File: src/rtl/vga_timing_gen.sv
// vga_timing_gen: parametrised VGA raster timing generator.
// Optional macro VGA_TIMING_CLKDIV_EN enables a CLK_DIV pixel-tick prescaler.
module vga_timing_gen #(
    parameter int POS_W       = 16,
    parameter int H_VISIBLE   = 640,
    parameter int H_FRONT     = 16,
    parameter int H_SYNC      = 96,
    parameter int H_BACK      = 48,
    parameter int V_VISIBLE   = 480,
    parameter int V_FRONT     = 10,
    parameter int V_SYNC      = 2,
    parameter int V_BACK      = 33,
    parameter bit H_SYNC_POL  = 1'b0,
    parameter bit V_SYNC_POL  = 1'b0,
    parameter int FRAME_CNT_W = 8,
    parameter int CLK_DIV     = 2
) (
    input  logic                   clkIn,
    input  logic                   rstIn,
    input  logic                   enIn,
    output logic [POS_W-1:0]       hPosOut,
    output logic [POS_W-1:0]       vPosOut,
    output logic                   isDisplayOnOut,
    output logic                   isHSyncOut,
    output logic                   isVSyncOut,
    output logic                   lineStartOut,
    output logic                   frameStartOut,
    output logic [FRAME_CNT_W-1:0] frameCntOut
);

    localparam int H_TOTAL  = H_VISIBLE + H_FRONT + H_SYNC + H_BACK;
    localparam int V_TOTAL  = V_VISIBLE + V_FRONT + V_SYNC + V_BACK;
    localparam int HS_START = H_VISIBLE + H_FRONT;
    localparam int HS_END   = HS_START + H_SYNC;
    localparam int VS_START = V_VISIBLE + V_FRONT;
    localparam int VS_END   = VS_START + V_SYNC;

    localparam logic [POS_W-1:0] H_LAST = POS_W'(H_TOTAL - 1);
    localparam logic [POS_W-1:0] V_LAST = POS_W'(V_TOTAL - 1);
    localparam logic [POS_W-1:0] H_VIS  = POS_W'(H_VISIBLE);
    localparam logic [POS_W-1:0] V_VIS  = POS_W'(V_VISIBLE);
    localparam logic [POS_W-1:0] HS_LO  = POS_W'(HS_START);
    localparam logic [POS_W-1:0] HS_HI  = POS_W'(HS_END);
    localparam logic [POS_W-1:0] VS_LO  = POS_W'(VS_START);
    localparam logic [POS_W-1:0] VS_HI  = POS_W'(VS_END);
    localparam logic [POS_W-1:0] POS_ONE = POS_W'(1);
    localparam logic [FRAME_CNT_W-1:0] FC_ONE = FRAME_CNT_W'(1);

    // Back porches of at least one keep the reset position outside sync.
    if (CLK_DIV < 1 || H_BACK < 1 || V_BACK < 1) begin : g_bad_param
        $error("vga_timing_gen: CLK_DIV, H_BACK and V_BACK must be >= 1");
    end

    logic tick;

`ifdef VGA_TIMING_CLKDIV_EN
    localparam int PRE_W = (CLK_DIV > 1) ? $clog2(CLK_DIV) : 1;
    localparam logic [PRE_W-1:0] PRE_LAST = PRE_W'(CLK_DIV - 1);
    localparam logic [PRE_W-1:0] PRE_ONE  = PRE_W'(1);

    logic [PRE_W-1:0] pre_q, pre_d;

    // Prescaler advances only while enabled; wraps on the tick clock.
    always_comb begin
        pre_d = pre_q;
        if (enIn) begin
            pre_d = (pre_q == PRE_LAST) ? '0 : pre_q + PRE_ONE;
        end
    end

    assign tick = enIn && (pre_q == PRE_LAST);

    // Prescaler register.
    always_ff @(posedge clkIn or negedge rstIn) begin
        if (!rstIn) begin
            pre_q <= '0;
        end else begin
            pre_q <= pre_d;
        end
    end
`else
    assign tick = enIn;
`endif

    logic [POS_W-1:0]       h_q, h_d;
    logic [POS_W-1:0]       v_q, v_d;
    logic [FRAME_CNT_W-1:0] fc_q, fc_d;
    logic                   de_q, de_d;
    logic                   hs_q, hs_d;
    logic                   vs_q, vs_d;
    logic                   ls_q, ls_d;
    logic                   fs_q, fs_d;

    // Advance the raster and decode the levels from the new position.
    always_comb begin
        h_d  = h_q;
        v_d  = v_q;
        fc_d = fc_q;
        de_d = de_q;
        hs_d = hs_q;
        vs_d = vs_q;
        ls_d = 1'b0;
        fs_d = 1'b0;
        if (tick) begin
            if (h_q == H_LAST) begin
                h_d = '0;
                if (v_q == V_LAST) begin
                    v_d  = '0;
                    fc_d = fc_q + FC_ONE;
                end else begin
                    v_d = v_q + POS_ONE;
                end
            end else begin
                h_d = h_q + POS_ONE;
            end
            de_d = (h_d < H_VIS) && (v_d < V_VIS);
            hs_d = ((h_d >= HS_LO) && (h_d < HS_HI)) ? H_SYNC_POL : ~H_SYNC_POL;
            vs_d = ((v_d >= VS_LO) && (v_d < VS_HI)) ? V_SYNC_POL : ~V_SYNC_POL;
            ls_d = (h_d == '0);
            fs_d = (h_d == '0) && (v_d == '0);
        end
    end

    // Raster state; reset parks on the last pixel so the first tick is (0,0).
    always_ff @(posedge clkIn or negedge rstIn) begin
        if (!rstIn) begin
            h_q  <= H_LAST;
            v_q  <= V_LAST;
            fc_q <= '1;
            de_q <= 1'b0;
            hs_q <= ~H_SYNC_POL;
            vs_q <= ~V_SYNC_POL;
            ls_q <= 1'b0;
            fs_q <= 1'b0;
        end else begin
            h_q  <= h_d;
            v_q  <= v_d;
            fc_q <= fc_d;
            de_q <= de_d;
            hs_q <= hs_d;
            vs_q <= vs_d;
            ls_q <= ls_d;
            fs_q <= fs_d;
        end
    end

    assign hPosOut        = h_q;
    assign vPosOut        = v_q;
    assign frameCntOut    = fc_q;
    assign isDisplayOnOut = de_q;
    assign isHSyncOut     = hs_q;
    assign isVSyncOut     = vs_q;
    assign lineStartOut   = ls_q;
    assign frameStartOut  = fs_q;

endmodule

File: config.mk
export PLATFORM = sky130hd
export DESIGN_NAME = vga_timing_gen
export DESIGN_NICKNAME = d
export VERILOG_FILES = /design/src/rtl/vga_timing_gen.sv
export SDC_FILE = /design/constraint.sdc
export NUM_CORES = 1
export LEC_CHECK = 0
export ABC_AREA = 1
export CORE_UTILIZATION = 50
export CTS_CLUSTER_DIAMETER = 30
export DETAILED_ROUTE_END_ITERATION = 10
export MAX_ROUTING_LAYER = met4
export PLACE_DENSITY = 0.77
export SLEW_MARGIN = 10
export SYNTH_ARGS = -nofsm -noshare
export SYNTH_HDL_FRONTEND = slang
export SYNTH_SLANG_ARGS = --single-unit
export TNS_END_PERCENT = 50
File: constraint.sdc
create_clock -name clkIn -period 4 [get_ports clkIn]
set_input_delay 0.6 -clock clkIn [delete_from_list [all_inputs] [get_ports clkIn]]
set_output_delay 0.6 -clock clkIn [all_outputs]
set_load 0.02 [all_outputs]
Word level (Yosys, flattened, before mapping)
Cells that the tools add are included.

word-level totals
  flip-flop bits (word level) = 45
  bits of input ports = 3
  output and inout bits = 45
  word-level logic and storage cells = 35

operators by class
  add/sub/neg operators = 3
  $lt $le $gt $ge = 6
  eq/ne operators = 2
  muxes and demuxes = 9
  reductions and logical operators = 7

operators by type and width
  cell                   number
  $mux 16                5
  $add 16x1->16 const B  2
  $eq 16x10->1 const B   2
  $logic_not 16->1       2
  $lt 16x10->1 const B   2
  $lt 16x9->1 const B    2
  $ge 16x10->1 const B   1
  $ge 16x9->1 const B    1
  $add 8x1->8 const B    1
  $logic_and 1x1->1      4
  $mux 1                 4
  $reduce_and 3->1       1

Depth between registers and ports, before layout
  depth in word-level cells = 7
  depth in mapped cells = 15
  mapped depth without buffers = 15

Worst setup path after synthesis
OpenSTA, ideal clock, no wires.

  kind = register -> register
  from = register h_q[1], in the netlist hPosOut[1]
  to = register de_q, in the netlist isDisplayOnOut
  library setup time = 0.117 ns
  arrival = 1.901 ns
  data required time = 3.883 ns
  slack = 1.981 ns
  stages on the path, launching flop included = 13
  path buffers = 1
  clock period less this slack = 2.019 ns
  cell sequence = dfstp_2 -> ha_1 -> nand2_4 -> nor2_8 -> nand3_4 -> nor2_8 -> buf_8 -> nor2_1 -> o21bai_1 -> nor2_1 -> nand3_1 -> nand3_1 -> nand2_1

on the way
  cells in the longest elaborated chain, start to end = 5
  elaborated cells between the ends (all ways) = 9
  classes of those cells = add/sub: 1; order compare: 2; eq/ne: 1; mux: 4; reduce/logical: 1

ends and longest elaborated chain
  what                                                  line      text
  from (decl)                                           85        logic [POS_W-1:0] h_q, h_d;
  from (signal assigned)                                127       h_q <= H_LAST;
  from (signal assigned)                                136       h_q <= h_d;
  $add 16x1->16 / $eq 16x10->1 (equally long branches)  114, 105
  $mux 16                                               105       if (h_q == H_LAST) begin
  $mux 16                                               104       if (tick) begin
  $lt 16x10->1 / $lt 16x9->1 (equally long branches)    116       de_d = (h_d < H_VIS) && (v_d < V_VIS);
  $logic_and 1x1->1 *                                   116
  to (signal assigned)                                  130       de_q <= 1'b0;
  to (signal assigned)                                  139       de_q <= de_d;
  to (decl)                                             88        logic de_q, de_d;

Mark *: on every way between the ends. The rest lies on a longest branch, timed or not. The select of a mux whose other input is x is not followed.
A chain may end at the register's enable or synchronous reset.

Final worst setup path
  from = register v_q[0], in the netlist vPosOut[0]
  to = register de_q, in the netlist isDisplayOnOut

on the way
  cells in the longest elaborated chain, start to end = 6
  elaborated cells between the ends (all ways) = 7
  classes of those cells = add/sub: 1; order compare: 1; eq/ne: 1; mux: 3; reduce/logical: 1

ends and longest elaborated chain
  what                                                  line      text
  from (decl)                                           86        logic [POS_W-1:0] v_q, v_d;
  from (signal assigned)                                137       v_q <= v_d;
  $add 16x1->16 / $eq 16x10->1 (equally long branches)  111, 107
  $mux 16                                               107       if (v_q == V_LAST) begin
  $mux 16 *                                             105
  $mux 16 *                                             104
  $lt 16x9->1 *                                         116
  $logic_and 1x1->1 *                                   116

Marks and branches as above.

==> metrics <==
CP Capture Type=flop; max_slew headroom=0.312; total gr overflow=0; total die area=0.00688 mm2; # Max-Cap Violations=0; crit path max fanout=7; crit path DAT=around 2.5 ns; final setup margin=1.77 ns; Slew @ Worst Pin=about 1.0 ns; Synth Instances=500; Final min period=2.23 ns; Tcrit/Tclk final=0.557; number of global-route vias before repair=3062; initial antenna violation count=0; CP bufs+invs=0; largest net degree at the start of global routing=46; via count=3319; Routed WL=8.62 mm; row cnt=29; Tightest Hold Check Type=primary input to async pin; Worst Skew=0.00885 ns; postcts setup bufs=0; initial core utilization=0.516; highest clock rate=between 400 and 500 MHz; slowest stage delay, CP=0.49 ns; root buffer cell=clkbuf_8; CTS sink cnt=45; CTS Buffer Depth=2; ratio of cells with drive above 1 in the final layout=0.112; outcome=finished clean; Syn Nets=507; CP startpoint kind=flop; Avg Inst Size Synth=6.55 um2; Clock Latency Late Sink=0.31 ns; register area=approximately 0.0012 mm2; hold-fix buffers at CTS=0; fin. max-slew vios=0; die height=82.9 um; area used by multi-input combinational logic=0.00185 mm2; Fill cells=588; Post-DRT Antenna Nets=0; Setup CP Type=flop to flop; dpl ws=1.74 ns; Synth Warn #=0; critical path cell sequence=ha_1 > nand2_1 > nor2_1 > nand4_1 > nand3_1 > o21ai_0 > nor2_1 > nand2_1 > nor2_1 > nand3_1 > nand2_1; DIE WIDTH=between 80 and 90 um; Finished Layout Cells=623; clk slew on worst S/H paths=0.10 ns; P per Cell Area=444 mW/mm2; post_cts resized=0; Pre-antenna DRT Iters=4; Final setup viols=0; Antenna diodes=0; I/O pins=48; dominant delay contributor by cell family on the critical path=simple AND/OR/NAND/NOR gates; fin nets=552; DR iter-0 viols=196; input/output buffers=47; maximum vdd drop=~0.00028 V; Crit-path slowest cell=dfrtp_1; Unique masters post-synth=36; mapped cell area=0.00327 mm2; register area share after synthesis=0.352; TritonCTS clock tree=built; Area growth syn-to-layout=19.0%; Reg2Reg Setup Slack=1.77 ns; Post-DP HPWL=6.49 mm; vias per cell=5.33; H-tree levels=2; DRC=0; RSZ-0062 raised after global routing=no; GP Congestion=around 0.90; Final Hold Vio Count=0; first-pass GRT wire length=14.6 mm; placed cell count=615; Total GRT Usage=0.270; CTS buffer count=5; DR WL/cell=13.8 um; Pleak=between 0.0015 and 0.002 uW; final setup TNS=0 ns; WP data required=~4.3 ns; CORE AREA=0.00635 mm2; #FFs+latches synth=45
[layout make-up]
type	instances	share of cell area
flip-flops and latches	45	0.295
multi-input cells	389	0.475
repair buffers	49	0.123
clock inverters	2	0.00996
well taps	77	0.0247
clock buffers	6	0.0186
inverters	55	0.0530
[final timing paths]
path / from / end / cells past startpoint
worst min-delay path: rstIn / vPosOut[13]$_DFFE_PN0P_ / 1
min in group clkIn: frameCntOut[6]$_DFFE_PN1P_ / frameCntOut[6]$_DFFE_PN1P_ / 2
worst min register to register: frameCntOut[6]$_DFFE_PN1P_ / frameCntOut[6]$_DFFE_PN1P_ / 2
max in group asynchronous: rstIn / hPosOut[6]$_DFFE_PN0P_ / 1
worst max-delay path: vPosOut[0]$_DFFE_PN0P_ / isDisplayOnOut$_DFFE_PN0P_ / 11
worst max register to register: vPosOut[0]$_DFFE_PN0P_ / isDisplayOnOut$_DFFE_PN0P_ / 11
[Yosys cell counts]
cell type,count,area (um2)
nand4_1,14,87.6
nor2_8,2,40.0
nor2_4,2,22.5
nand3_4,1,17.5
dfrtp_1,25,626
buf_1,1,3.75
inv_2,6,22.5
buf_6,1,11.3
o21ai_0,37,185
nand2_1,157,589
nor2_1,87,327
o21bai_1,2,15.0
a31oi_1,1,6.26
xor2_1,8,70.1
ha_1,4,50.1
inv_1,46,173
xnor2_1,2,17.5
buf_4,1,7.51
nand3_2,2,20.0
nor2_2,7,43.8
and2_1,1,6.26
clkbuf_1,5,18.8
nand2_2,5,31.3
nand2_4,2,22.5
o21ai_1,2,10.0
o21ai_2,1,8.76
buf_8,1,15.0
nand3b_1,2,15.0
clkinv_1,3,11.3
buf_2,2,10.0
mux2_1,1,11.3
nor3_1,3,15.0
or2_2,1,6.26
dfstp_2,20,526
nand3_1,43,215
a21oi_2,2,17.5
[placed cells by master, fill, tap and decap left out]
master	n
a21oi_2	2
a31oi_1	1
and2_1	1
buf_2	1
buf_4	2
bufinv_16	1
clkbuf_1	1
clkbuf_8	5
clkdlybuf4s50_1	46
clkinv_1	3
clkinv_4	1
dfrtp_1	25
dfstp_2	20
ha_1	4
inv_1	46
inv_2	6
mux2_1	1
nand2_1	157
nand2_2	5
nand2_4	2
nand3_1	43
nand3_2	2
nand3_4	1
nand3b_1	2
nand4_1	14
nor2_1	87
nor2_2	7
nor2_4	2
nor2_8	2
nor3_1	3
o21ai_0	37
o21ai_1	2
o21ai_2	1
o21bai_1	2
or2_2	1
xnor2_1	2
xor2_1	8
[stage by stage]
stage          utilization  cell area, um2  power (uW)  hold slack, ns
2_1_floorplan            -            3270        1110           0.304
3_3_place_gp         0.596            3780        1360           0.472
3_5_place_dp         0.596            3780        1370           0.492
4_1_cts              0.614            3900        1730           0.502
5_1_grt              0.614            3900        1830           0.524
6_report             0.614            3900        1730           0.465
[layer usage]
metal  up-vias  wire, um  track usage  part of all wire
li1       1675         -            -                 -
met1      1530      3800        0.351              0.44
met2        95      4150        0.428              0.48
met3        19       461       0.0358             0.053
met4         0       214        0.107             0.025
met5         -         0            -                 0
[registers in the layout, summed over array words and instances, names as in the netlist]
name / count
frameStartOut: 1
isDisplayOnOut: 1
lineStartOut: 1
vPosOut: 16
frameCntOut: 8
hPosOut: 16
isVSyncOut: 1
isHSyncOut: 1
[logic make-up (layout without fill, tap and decap cells)]
family,Yosys count,after routing,synth area share
simple gates,329,329,0.446
buf+inv,66,112,0.0833
compound gates,45,45,0.0741
flops,45,45,0.352
xor+xnor,10,10,0.0268
fa+ha+maj,4,4,0.0153
mux,1,1,0.00344
[where the power goes]
part,internal [uW],leakage [uW],switching (uW)
sequential,548,0.000541,133
combinational,261,0.00117,426
clock,188,0.0000554,173
total,997,0.00177,731
[worst reg2reg max path: stages, from the launching register on]
cell and delay, ns:
dfrtp_1 0.49, ha_1 0.37, nand2_1 0.09, nor2_1 0.30
nand4_1 0.14, nand3_1 0.11, o21ai_0 0.11, nor2_1 0.14
nand2_1 0.14, nor2_1 0.12, nand3_1 0.09, nand2_1 0.07
Note: power is estimated with default switching activity, not from simulation.
